--- config.mk ---
export PLATFORM = sky130hd
export DESIGN_NAME = serial_seq_tx
export DESIGN_NICKNAME = d
export VERILOG_FILES = /design/src/rtl/serial_seq_tx.sv
export SDC_FILE = /design/constraint.sdc
export NUM_CORES = 1
export LEC_CHECK = 0
export ABC_CLOCK_PERIOD_IN_PS = 1800
export BUFFER_PORTS_ARGS = -buffer_cell sky130_fd_sc_hd__buf_2
export CAP_MARGIN = 30
export CORE_MARGIN = 1.5
export CORE_UTILIZATION = 25
export CTS_BUF_LIST = sky130_fd_sc_hd__clkbuf_4
export CTS_CLUSTER_SIZE = 8
export DETAILED_ROUTE_END_ITERATION = 7
export GPL_TIMING_DRIVEN = 0
export PLACE_DENSITY = 0.39
export REMOVE_ABC_BUFFERS = 1
export SLEW_MARGIN = 20
export SYNTH_ARGS = -nofsm -noshare
export SYNTH_HDL_FRONTEND = slang
export SYNTH_SLANG_ARGS = --single-unit
--- constraint.sdc ---
create_clock -name clk -period 1.8 [get_ports clk]
set_input_delay 0.27 -clock clk [delete_from_list [all_inputs] [get_ports clk]]
set_output_delay 0.27 -clock clk [all_outputs]
set_load 0.01 [all_outputs]
--- src/rtl/serial_seq_tx.sv ---
// Serial sequence transmitter: parallel words in over valid/ready,
// shifted out LSB-first on d_out with an optional idle gap per word.
module serial_seq_tx #(
    parameter int   WIDTH    = 16,
    parameter int   GAP      = 1,
    parameter logic IDLE_LVL = 1'b0
) (
    input  logic             clk,
    input  logic             reset_n,
    input  logic [WIDTH-1:0] din,
    input  logic             din_valid,
    output logic             din_ready,
    output logic             d_out,
    output logic             busy,
    output logic             word_done,
    output logic [7:0]       word_cnt
);

    localparam int IW = $clog2(WIDTH);
    localparam logic [IW-1:0] LAST = IW'(WIDTH - 1);
    localparam logic [3:0] GLAST = (GAP > 0) ? 4'(GAP - 1) : 4'd0;

    localparam logic [1:0] S_IDLE  = 2'd0;
    localparam logic [1:0] S_SHIFT = 2'd1;
    localparam logic [1:0] S_GAP   = 2'd2;

    logic [1:0]       state;
    logic [WIDTH-1:0] sreg;
    logic [IW-1:0]    idx;
    logic [3:0]       gcnt;
    logic             last;

    assign last      = (state == S_SHIFT) && (idx == LAST);
    assign din_ready = (state == S_IDLE) || (last && (GAP == 0));
    assign busy      = (state != S_IDLE);
    assign word_done = last;

    // sreg holds the bits not yet on d_out; bit 0 goes out at load time
    always_ff @(posedge clk) begin
        if (!reset_n) begin
            state    <= S_IDLE;
            d_out    <= IDLE_LVL;
            word_cnt <= 8'd0;
            idx      <= '0;
            gcnt     <= 4'd0;
            sreg     <= '0;
        end else begin
            unique case (state)
                S_IDLE: begin
                    if (din_valid) begin
                        state <= S_SHIFT;
                        sreg  <= din >> 1;
                        d_out <= din[0];
                        idx   <= '0;
                    end
                end
                S_SHIFT: begin
                    if (!last) begin
                        d_out <= sreg[0];
                        sreg  <= sreg >> 1;
                        idx   <= idx + 1'b1;
                    end else begin
                        word_cnt <= word_cnt + 8'd1;
                        if (GAP > 0) begin
                            state <= S_GAP;
                            gcnt  <= 4'd0;
                            d_out <= IDLE_LVL;
                        end else if (din_valid) begin
                            sreg  <= din >> 1;
                            d_out <= din[0];
                            idx   <= '0;
                        end else begin
                            state <= S_IDLE;
                            d_out <= IDLE_LVL;
                        end
                    end
                end
                S_GAP: begin
                    if (gcnt == GLAST) state <= S_IDLE;
                    else gcnt <= gcnt + 4'd1;
                end
                default: begin
                    state <= S_IDLE;
                    d_out <= IDLE_LVL;
                end
            endcase
        end
    end

endmodule

==> summary.txt <==
Outcome
  – Outcome: completed

Die
  – Ports: 31
  – Initial Utilization: 0.263
  – Full die area: 6780 um^2
  – Die width: 82.3 um
  – Core footprint: 5990 um^2
  – Die Y: 82.3 um
  – Placement Rows: 28

Cells and area
  – Antenna cell count: 0
  – P&R area growth vs syn: 19.7%
  – Share of layout cells above drive strength 1: 0.234
  – Design area: 1880 um^2
  – Commonest non-fill, non-tap cell in the layout: nand2_1
  – Area of the multi-input gates: 842 um^2
  – Commonest non-fill, non-tap cells in the layout: nand2_1 (43), dfxtp_1 (31), buf_2 (30)
  – # fillers: 652
  – Final core occ: 0.314
  – FF+latch area: 689 um^2
  – # nets final: 245

Global routing
  – Pin count of the biggest net entering global routing: 26
  – Initial antenna violation count: 0
  – Vias in the first global route: 1285
  – Global-route wire length before repair: 6000 um
  – Global route overflow: 0
  – Total GRT Usage: 0.117

STA
  – Crit path time final: 1.69 ns
  – Fmax: 592 MHz
  – RSZ-0062 raised after global routing: false
  – Slew @ Worst Pin: 0.855 ns
  – Worst setup margin: 0.111 ns
  – Sum Neg Setup Slack: 0 ns
  – Period utilization: 0.938
  – Rel. slew slack: 0.430
  – Final setup viols: 0
  – Final Skew: 0.0133 ns
  – Final hold violation count: 0
  – Max Slew Vio Count: 0

Critical path
  – CP max FO: 6
  – Reg2reg start: idx[0]
  – Setup CP Type: flip-flop to output port
  – Worst setup EP type: output port
  – FF-to-FF setup slack: 0.17 ns
  – Critical Path RT: 1.53 ns
  – CP arrival: 1.42 ns
  – Worst r2r dst: sreg[3]
  – Worst R2R Path Depth: 6
  – Startpoint class of the critical path: flip-flop

Synth
  – Largest family of logic cells by synthesized area: simple AND/OR/NAND/NOR gates
  – Yosys reg bits: 34
  – Area leader, netlist: dfxtp_1
  – Post-synthesis cell type count: 31
  – Post-synthesis compound-gate area fraction: 0.122
  – Synth top area share: 0.433
  – Yosys warns: 0
  – Syn_area_per_cell: 8.19 um^2
  – Ranking of synthesized cells by area: dfxtp_1 (43%), nand2_1 (11%), a311oi_1 (7.8%), nor2_1 (6.4%), xnor2_1 (3.9%)
  – Post-Synth XOR/XNOR Area: 0.0501
  – Post-Synth Adder-Cell Area: 0.0318
  – Portion of netlist area occupied by mux cells: 0.0191
  – Sequential share of the synthesized area: 0.433
  – Mapped Area: 1570 um^2
  – Syn Inst Count: 192
  – Simple-gate share of the synthesized area: 0.289

Routing
  – Routed len/inst: 11.9 um
  – Initial DRT Pass Iterations: 4
  – Drt via density: 4.58
  – DRC Markers: 0
  – DRT Wirelength: 3540 um
  – Antenna Nets Post-Route: 0
  – DR vias: 1361
  – Initial DRC Count: 64

Min path
  – Hold EP: sreg[10]
  – Hold WC Path Type: input port to flip-flop
  – Hold Path Origin: din[11]
  – Cell depth of the worst hold path: 3

Clock network
  – CTS root buf: clkbuf_4
  – CTS Hold Bufs: 0
  – CTS tree: done
  – Clk_lat worst skew: 0.34 ns
  – Num CTS Buffers: 5
  – CTS H-tree depth: 2
  – Clock transition at path regs: 0.11 ns
  – Clk buf depth: 2
  – Sink Count: 34

Place
  – Placed Area: 1770 um^2
  – Post-place setup slack: -0.302 ns
  – Placer Congestion: 0.691
  – Port Buffer Count: 30
  – Hpwl dp: 2340 um

Power and ir drop
  – Net Switching: 0.372 mW
  – IR drop worst, VDD: 0.231 mV
  – Logic pwr share: 0.114
  – Pint: 0.994 mW
  – Switching part of the total power: 0.272
  – Seq pwr share: 0.593
  – Pleak: 0.764 nW
  – Pwr Density: 725 nW/um^2
  – Clk pwr share: 0.292
  – Tot Pwr: 1.37 mW

Flow run
  – Max_cap viols: 0
==> timing repair <==
item / 4_1_cts / 5_1_grt
gates resized for setup: 8 / 6
setup buffers: 2 / 1
endpoints found under the setup margin: 23 / 5
pin swaps: 1 / 0
==> sequential cells by signal (all words and copies together), names as in the netlist <==
name      count
state         2
d_out         1
idx           4
sreg         15
gcnt          4
word_cnt      8
==> routing by layer <==
layer	GRT usage	wire length [um]	vias to the layer above
met5	0	0	-
met4	0.0508	53	0
met3	0.0319	168	7
met2	0.188	1590	21
met1	0.146	1730	620
li1	-	-	713
==> power groups by stage <==
| stage | Combinational (mW) | Sequential (mW) | Clock, mW |
|---|---|---|---|
| detailed placement | 0.150 | 0.826 | 0 |
| global route | 0.178 | 0.817 | 0.464 |
| global placement | 0.149 | 0.826 | 0 |
| floorplan | 0.0927 | 0.822 | 0 |
| CTS | 0.158 | 0.810 | 0.425 |
| finish | 0.156 | 0.811 | 0.399 |
==> cell usage after synthesis <==
library cell	instances
nor4_1	4
a211oi_1	1
a311oi_1	14
buf_2	4
mux2i_1	3
nand4b_1	1
nor3_1	2
nand2b_2	1
buf_4	2
nand3_1	6
nand2b_1	1
a211oi_4	1
and2_1	3
clkbuf_1	4
and3_1	1
buf_6	1
xor2_1	2
nor2b_1	3
a21oi_1	5
nand3b_1	2
nor2_1	27
xnor2_1	7
nor4b_1	1
ha_1	4
nand2_1	44
dfxtp_1	34
nand4_1	3
inv_1	7
o21ai_0	2
o22ai_1	1
nor4_2	1
==> cells by family (layout without fill, tap and decap cells) <==
group | Yosys count | in the layout
compound gates | 24 | 24
fa+ha+maj | 4 | 4
flops | 34 | 34
mux | 3 | 3
simple gates | 100 | 100
buf+inv | 18 | 48
xor+xnor | 9 | 9
==> area by class of cell <==
| cell class | instances | area share |
|---|---|---|
| well taps | 75 | 0.0498 |
| repair buffers | 34 | 0.0977 |
| flip-flops and latches | 34 | 0.366 |
| inverters | 7 | 0.0140 |
| clock inverters | 2 | 0.00532 |
| multi-input cells | 140 | 0.447 |
| clock buffers | 5 | 0.0199 |
==> how the worst max path moves through the flow <==
stage	startpoint	to	slack [ns]	cells past startpoint
floorplan	idx[0]	sreg[14]	-0.14	5
global placement	state[0]	word_done	-0.80	4
detailed placement	state[0]	word_done	-0.30	4
CTS	idx[0]	word_done	0.004	5
global route	idx[0]	word_done	0.007	5
finish	idx[0]	word_done	0.11	5
==> per-stage QoR <==
stage | cells | hold WS [ns]
after detailed placement | 287 | 0.473
after global placement | 286 | 0.469
final | 297 | 0.185
after floorplan | 181 | 0.392
after global routing | 297 | 0.160
after CTS | 296 | 0.169
==> critical path, cell delays in order (launching register included) <==
cell and delay, ns:
dfxtp_4 0.39, ha_4 0.16, and3_4 0.25, nand2_4 0.08, inv_2 0.07, buf_2 0.13
(Power assumes the default switching activity.)
